### src/rtl/dt_pkg.sv
// dt_pkg: shared types for the distance-transform result RAM arbiter.
// RAM geometry, arbiter state encoding and the requester bundle.
package dt_pkg;

  localparam int AW = 14;
  localparam int DW = 8;

  typedef enum logic [1:0] {
    ST_IDLE,
    ST_OWN0,
    ST_OWN1
  } arb_state_t;

  typedef struct packed {
    logic          valid;
    logic          wr;
    logic [AW-1:0] addr;
    logic [DW-1:0] wdata;
    logic          lock;
  } dt_req_t;

endpackage

### src/rtl/dt_arb_pick.sv
// dt_arb_pick: two-way winner select for the result RAM arbiter.
// DT_RES_ARB_RR_EN selects round robin, otherwise port 0 has priority.
module dt_arb_pick (
  input  logic v0,
  input  logic v1,
  input  logic last,
  output logic win
);

`ifdef DT_RES_ARB_RR_EN
  assign win = (v0 & v1) ? ~last : ~v0;
`else
  logic unused_last;
  assign unused_last = last;
  assign win = ~v0;
`endif

endmodule

### src/rtl/dt_res_arbiter.sv
// dt_res_arbiter: shares the result RAM between the DT engine (port 0)
// and host engine (port 1); DT_RES_ARB_RR_EN enables round robin.
module dt_res_arbiter #(
  parameter int AW        = dt_pkg::AW,
  parameter int DW        = dt_pkg::DW,
  parameter int MAX_BURST = 16
) (
  input  logic          clk,
  input  logic          reset,
  input  logic          req0_valid,
  input  logic          req0_wr,
  input  logic [AW-1:0] req0_addr,
  input  logic [DW-1:0] req0_wdata,
  input  logic          req0_lock,
  input  logic          req1_valid,
  input  logic          req1_wr,
  input  logic [AW-1:0] req1_addr,
  input  logic [DW-1:0] req1_wdata,
  input  logic          req1_lock,
  output logic          gnt0,
  output logic          gnt1,
  output logic          rvalid0,
  output logic          rvalid1,
  output logic [DW-1:0] rdata,
  output logic          res_rd,
  output logic          res_wr,
  output logic [AW-1:0] res_addr,
  output logic [DW-1:0] res_do,
  input  logic [DW-1:0] res_di
);
  import dt_pkg::*;

  localparam int CW = $clog2(MAX_BURST + 1);
  localparam logic [CW-1:0] CMAX = CW'(MAX_BURST);

  dt_req_t       r0;
  dt_req_t       r1;
  arb_state_t    state;
  logic [CW-1:0] cnt;
  logic [CW-1:0] cnt_nxt;
  logic          last;
  logic          win;
  logic          acc0;
  logic          acc1;
  logic          own_v;
  logic          own_lk;
  logic          oth_v;
  logic          rel;
  logic          res_tag;
  logic          rd_q;
  logic          tag_q;

  assign r0 = {req0_valid, req0_wr, req0_addr, req0_wdata, req0_lock};
  assign r1 = {req1_valid, req1_wr, req1_addr, req1_wdata, req1_lock};

  assign gnt0 = (state == ST_OWN0);
  assign gnt1 = (state == ST_OWN1);
  assign acc0 = r0.valid & gnt0;
  assign acc1 = r1.valid & gnt1;

  assign own_v  = gnt1 ? r1.valid : r0.valid;
  assign own_lk = gnt1 ? r1.lock  : r0.lock;
  assign oth_v  = gnt1 ? r0.valid : r1.valid;

  // Count includes the beat taken at this edge, so a tenure never exceeds MAX_BURST.
  assign cnt_nxt = ((acc0 | acc1) && cnt != CMAX) ? cnt + CW'(1) : cnt;
  assign rel = !own_lk && (!own_v || (cnt_nxt == CMAX && oth_v));

  dt_arb_pick u_pick (
    .v0   (r0.valid),
    .v1   (r1.valid),
    .last (last),
    .win  (win)
  );

  always_ff @(posedge clk) begin
    if (reset) begin
      state <= ST_IDLE;
      cnt   <= '0;
      last  <= 1'b1;
    end else begin
      unique case (state)
        ST_IDLE: begin
          if (r0.valid | r1.valid) begin
            state <= win ? ST_OWN1 : ST_OWN0;
            last  <= win;
            cnt   <= '0;
          end
        end
        ST_OWN0, ST_OWN1: begin
          cnt <= cnt_nxt;
          if (rel) begin
            cnt <= '0;
            if (oth_v) begin
              state <= gnt0 ? ST_OWN1 : ST_OWN0;
              last  <= gnt0;
            end else begin
              state <= ST_IDLE;
            end
          end
        end
        default: state <= ST_IDLE;
      endcase
    end
  end

  // Synchronous RAM: data for a read issued in one cycle is captured two edges later.
  always_ff @(posedge clk) begin
    if (reset) begin
      res_rd   <= 1'b0;
      res_wr   <= 1'b0;
      res_addr <= '0;
      res_do   <= '0;
      res_tag  <= 1'b0;
      rd_q     <= 1'b0;
      tag_q    <= 1'b0;
      rvalid0  <= 1'b0;
      rvalid1  <= 1'b0;
      rdata    <= '0;
    end else begin
      res_rd <= 1'b0;
      res_wr <= 1'b0;
      unique case (1'b1)
        acc0: begin
          res_rd   <= !r0.wr;
          res_wr   <= r0.wr;
          res_addr <= r0.addr;
          res_do   <= r0.wdata;
          res_tag  <= 1'b0;
        end
        acc1: begin
          res_rd   <= !r1.wr;
          res_wr   <= r1.wr;
          res_addr <= r1.addr;
          res_do   <= r1.wdata;
          res_tag  <= 1'b1;
        end
        default: ;
      endcase
      rd_q    <= res_rd;
      tag_q   <= res_tag;
      rvalid0 <= rd_q & ~tag_q;
      rvalid1 <= rd_q & tag_q;
      if (rd_q) rdata <= res_di;
    end
  end

endmodule

### config.mk
export PLATFORM = sky130hd
export DESIGN_NAME = dt_res_arbiter
export DESIGN_NICKNAME = d
export VERILOG_FILES = /design/src/rtl/dt_pkg.sv /design/src/rtl/dt_arb_pick.sv /design/src/rtl/dt_res_arbiter.sv
export SDC_FILE = /design/constraint.sdc
export NUM_CORES = 1
export LEC_CHECK = 0
export CAP_MARGIN = 40
export CORE_MARGIN = 2
export CORE_UTILIZATION = 37
export CTS_CLUSTER_SIZE = 16
export DETAILED_ROUTE_END_ITERATION = 16
export GPL_ROUTABILITY_DRIVEN = 0
export HOLD_SLACK_MARGIN = 0.05
export PLACE_DENSITY = 0.78
export SYNTH_ARGS = -nofsm -noshare
export SYNTH_HDL_FRONTEND = slang
export SYNTH_SLANG_ARGS = --single-unit
### constraint.sdc
create_clock -name clk -period 2.1 [get_ports clk]
set_input_delay 0.315 -clock clk [delete_from_list [all_inputs] [get_ports clk]]
set_output_delay 0.315 -clock clk [all_outputs]
set_load 0.01 [all_outputs]
# == Yosys cells after proc, flatten, opt, wreduce, memory -nomap -nowiden ==
# Cells that the tools add are included.
# Widths: inputs -> output; s select.
# totals
ff_bits,44
input_bits,60
output_inout_bits,36
wordCells,58
# op_classes
n_addsub,1
n_eq_ne,6
muxes,18
n_bitwise,7
reduce_logical,14
# ops
op,count
$pmux 14 s2,1
$pmux 8 s2,1
$mux 5,3
$mux 2,5
$pmux 5 s2,1
$pmux 1 s2,3
$add 5x1->5 const B,1
$eq 5x5->1 const B,1
$ne 5x5->1 const B,1
$and 1x1->1,4
$logic_not 1->1,4
$ne 2x2->1 const B,2
$pmux 2 s2,1
$reduce_and 2->1,2
$reduce_bool 2->1,2
$logic_and 1x1->1,3
$mux 1,3
$eq 2x1->1 const B,1
$eq 2x2->1 const B,1
$logic_not 2->1,1
$or 1x1->1,2
$reduce_or 2->1,1
$logic_or 1x1->1,1
$not 1->1,1

# == Depth between registers and ports, before layout ==
# depth
depth_word,11
depth_mapped,9

# == Hierarchy ==
# Synthesis repeated with hierarchy kept, for this count alone.
# unflattened
cells_unflattened,283
area_unflattened_um2,2344.7
# by_module_without_submodules
mod,n_inst,cells_each,area_per_inst_um2
dt_res_arbiter,1,282,2341.0
dt_arb_pick,1,1,3.8

# == Worst setup path after synthesis ==
# No wires, ideal clock.
# synth_path
path_type,reg2reg
start,register state[0]
end,register state[0]
setup_time_ns,0.070
arrival_ns,2.097
t_required_ns,2.030
slack_ns,-0.068
path_stages_with_launch,9
n_path_buf,0
cell_sequence,dfxtp_1 > inv_1 > ha_1 > a22o_2 > a311oi_2 > a41o_2 > a41oi_2 > or4_1 > a21oi_1
# synth_between
elab_chain_cells,11
word_cells_on_any_way,25
classes_between,eq/ne: 5; mux: 8; bitwise: 3; reduce/logical: 9
# synth_lines
item,line,text
"start, declared",dt_res_arbiter.sv:38,arb_state_t state;
"start signal, assigned",dt_res_arbiter.sv:85,state <= win ? ST_OWN1 : ST_OWN0;
"start signal, assigned",dt_res_arbiter.sv:95,state <= gnt0 ? ST_OWN1 : ST_OWN0;
$eq 2x2->1 (*),--,
net gnt1,dt_res_arbiter.sv:21,"output logic gnt1,"
$and 1x1->1,dt_res_arbiter.sv:59,assign acc1 = r1.valid & gnt1;
$or 1x1->1,dt_res_arbiter.sv:66,assign cnt_nxt = ((acc0 | acc1) && cnt != CMAX) ? cnt + CW'(1) : cnt;
$logic_and 1x1->1,dt_res_arbiter.sv:66,
$mux 5,dt_res_arbiter.sv:66,
$eq 5x5->1,dt_res_arbiter.sv:67,assign rel = !own_lk && (!own_v || (cnt_nxt == CMAX && oth_v));
$logic_and 1x1->1,dt_res_arbiter.sv:67,
$logic_or 1x1->1,dt_res_arbiter.sv:67,
$logic_and 1x1->1,dt_res_arbiter.sv:67,
$ne 2x2->1 (no source line),--,
$reduce_and 2->1 (no source line),--,
# Mark *: on every way through the listed nets, which the timed path passes. The rest lies on a longest branch. The select of a mux whose other input is x is not followed.
# A chain may end at the register's enable or synchronous reset.

# == Worst setup path in the final report ==
# layout_path
start,register state[0]
end,register state[0]
# layout_between
elab_chain_cells,11
word_cells_on_any_way,25
classes_between,eq/ne: 5; mux: 8; bitwise: 3; reduce/logical: 9
# layout_lines
item,line
$eq 2x1->1 or $eq 2x2->1 (tied branches),--
$and 1x1->1 (on tied branches),"dt_res_arbiter.sv:58, dt_res_arbiter.sv:59"
$or 1x1->1,dt_res_arbiter.sv:66
$logic_and 1x1->1,dt_res_arbiter.sv:66
$mux 5,dt_res_arbiter.sv:66
$eq 5x5->1,dt_res_arbiter.sv:67
$logic_and 1x1->1,dt_res_arbiter.sv:67
$logic_or 1x1->1,dt_res_arbiter.sv:67
$logic_and 1x1->1,dt_res_arbiter.sv:67
$ne 2x2->1 (no source line),--
$reduce_and 2->1 (no source line),--
# Parallel ways exist; a longest one is shown, timed or not. The select of a mux whose other input is x is not followed.

==> impl_metrics.json <==
{
  "drt-initial-drc-count": 90,
  "post_cts_buffers": 0,
  "crit_path_end_kind": "flop",
  "cp_slowest_cell": "or4_4",
  "critPathLaunch": "state[0]$_SDFFE_PP0P_",
  "drtPass1Iterations": 4,
  "viasPerCell": 5.250,
  "drv_slew": 0,
  "std_cell_rows": 27,
  "yosysWarnings": 0,
  "path_buf_inv": 1,
  "die_w_um": 79.87,
  "path_max_fanout": 4,
  "vias": 2289,
  "ys_seq_elements": 44,
  "grtUsageTotal": 0.1931,
  "min_path_type": "flop to flop",
  "avgSynthCellArea_um2": 8.159,
  "htreeDepth": 2,
  "setup_violations": 0,
  "io_buffers": 95,
  "hold_slack_ns": 0.4115,
  "clk_pin_slew_worst_paths_ns": 0.08,
  "grt_pass1_vias": 2161,
  "start_util": 0.3844,
  "synth_edf_count": 0,
  "worst_slew_pin_slew_ns": 0.4992,
  "die_area_mm2": 0.006378,
  "worstPathRequired_ns": 2.33,
  "io_pins": 96,
  "cts_tree": "done",
  "peakVddDrop_uv": 486.7,
  "fillers": 501,
  "hold_start": "tag_q$_SDFF_PP0_",
  "wire_per_inst_um": 14.01,
  "powerDensity_mw_per_mm2": 966.2,
  "cp_data_arrival_time_ns": 2.31,
  "crit_type": "flop to flop",
  "path_cells": "inv_4, ha_4, a22o_4, a311oi_2, a41o_2, a41oi_2, or4_4, a21oi_2",
  "netlist_instances": 261,
  "cts.sinks": 44,
  "cts_root_buf": "clkbuf_8",
  "cts_buffers": 5,
  "period_share": 0.9868,
  "cellLeakagePower_nw": 1.250,
  "antenna_cells": 0,
  "grt_first_pass_wirelength_um": 9756,
  "core_area_mm2": 0.005540,
  "syn-num-nets": 327,
  "seq_area_frac_synth": 0.4136,
  "timing.slew.headroom": 0.6667,
  "hpwlAfterDp_um": 4273,
  "cp_slowest_stage_delay_ns": 0.50,
  "fin_nets": 429,
  "wl_um": 6107,
  "status": "complete, no violations",
  "synth_area_mm2": 0.002130,
  "yosys.cell_types.count": 39,
  "finalCriticalPeriod_ns": 2.072,
  "drive_gt1_frac": 0.1319,
  "ant_nets": 0,
  "dp.cells": 428,
  "clock_latency_ns": 0.30,
  "overflow": 0,
  "dominantRegCellSynth": "dfxtp_1",
  "layoutNonFillerInstCount": 436,
  "grt_max_degree": 47,
  "synthArstFlopShare": 0,
  "drc_errors": 0,
  "fp.dieH_um": 79.87,
  "finalHoldViolations": 0,
  "clock_path_buffers": 2,
  "worstSetupStartpointType": "flop",
  "crit_family": "compound AO/OA/AOI/OAI gates",
  "antenna_found_initial": 0,
  "rsz0062_at_grt": "yes",
  "fmax_mhz": 482.6,
  "r2r-start": "state[0]$_SDFFE_PP0P_",
  "syn_to_final_growth_pct": 63.04,
  "skew_ns": 0.009246,
  "drv_cap": 0
}
## power by group
group | internal (W) | switching (W)
clock network | 0.000420 | 0.000287
logic | 0.000821 | 0.000726
registers | 0.000996 | 0.000106
## cells in the final DEF, fill, tap and decap left out, types with 3 or more instances in the layout
| cell type | count |
|---|---|
| a21oi_1 | 8 |
| a311oi_1 | 22 |
| buf_12 | 3 |
| buf_4 | 16 |
| clkbuf_8 | 7 |
| clkdlybuf4s50_1 | 94 |
| dfxtp_1 | 42 |
| ha_1 | 4 |
| inv_1 | 6 |
| mux2i_1 | 8 |
| nand2_1 | 33 |
| nand3_1 | 28 |
| nand4_1 | 4 |
| nor2_1 | 40 |
| o21ai_0 | 7 |
## stage by stage
stage,TNS [ns],power [W],util,instance area (µm²),setup WS (ns)
after CTS,-0.02619,0.003336,0.6235,3455,-0.02619
final,0,0.003355,0.6267,3472,0.02772
after global placement,-0.1837,0.002535,0.5942,3292,-0.1139
after detailed placement,-0.3956,0.002565,0.5942,3292,-0.1724
after global routing,-0.04635,0.003570,0.6267,3472,-0.04635
after floorplan,0,0.001842,-,2142,0.007645
## cell families after synthesis
| kind of cell | Yosys count | share of synthesized area |
|---|---|---|
| AOI/OAI and AO/OA | 54 | 0.2015 |
| muxes | 9 | 0.04465 |
| xor gates and xnor gates | 1 | 0.004114 |
| DFF | 44 | 0.4136 |
| and+or+nand+nor | 118 | 0.2479 |
| buffers and inverters | 29 | 0.05288 |
| adders and majority gates | 6 | 0.03525 |
## registers in the layout (all words and copies together), names as in the netlist
| name | flops |
|---|---|
| res_tag | 1 |
| res_rd | 1 |
| res_do | 8 |
| res_wr | 1 |
| state | 2 |
| rd_q | 1 |
| res_addr | 14 |
| tag_q | 1 |
| rvalid0 | 1 |
| rdata | 8 |
| rvalid1 | 1 |
| cnt | 5 |
## routing by layer
layer / vias up / global-route usage / wire length, µm
met1: 1066 / 0.2305 / 2627
met3: 4 / 0.08032 / 539
met2: 82 / 0.3244 / 2901
li1: 1137 / - / -
met4: 0 / 0.04237 / 38
met5: - / 0 / 0
## worst paths after layout
path	to	slack (ns)	cells past startpoint
min reg2reg	rvalid0$_SDFF_PP0_	0.41	1
max	state[0]$_SDFFE_PP0P_	0.03	8
max reg2reg	state[0]$_SDFFE_PP0P_	0.03	8
min	rvalid0$_SDFF_PP0_	0.41	1
## synth_stat cells (2+ instances only)
cell	count	share of area
dfxtp_1	44	0.41
nor2_1	40	0.071
nand2_1	33	0.058
nand3_1	28	0.066
a311oi_1	22	0.090
clkbuf_1	15	0.026
a21oi_1	10	0.024
inv_1	9	0.016
mux2i_1	8	0.038
o21ai_0	7	0.016
ha_1	6	0.035
nand4_1	4	0.012
buf_2	3	0.0070
a31oi_1	2	0.0059
buf_1	2	0.0035
nor2b_1	2	0.0059
nor3_1	2	0.0047
nor3b_1	2	0.0070
or4_1	2	0.0070
## layout make-up
cell class,instances,area [µm²],share of cell area
Multi-Input combinational cell,188,1186,0.3416
Tap cell,72,90.09,0.02595
Timing Repair Buffer,115,1145,0.3297
Clock buffer,7,96.34,0.02775
Clock inverter,1,30.03,0.008649
Inverter,9,36.28,0.01045
Sequential cell,44,888.4,0.2559
## what timing repair did
item / CTS / global route
hold buffers: 0 / 0
setup endpoints to repair: 3 / 3
pin swaps: 6 / 3
endpoints found under the hold margin: 0 / 0
resized for setup: 12 / 6
Note: power is estimated with default switching activity, not from simulation.
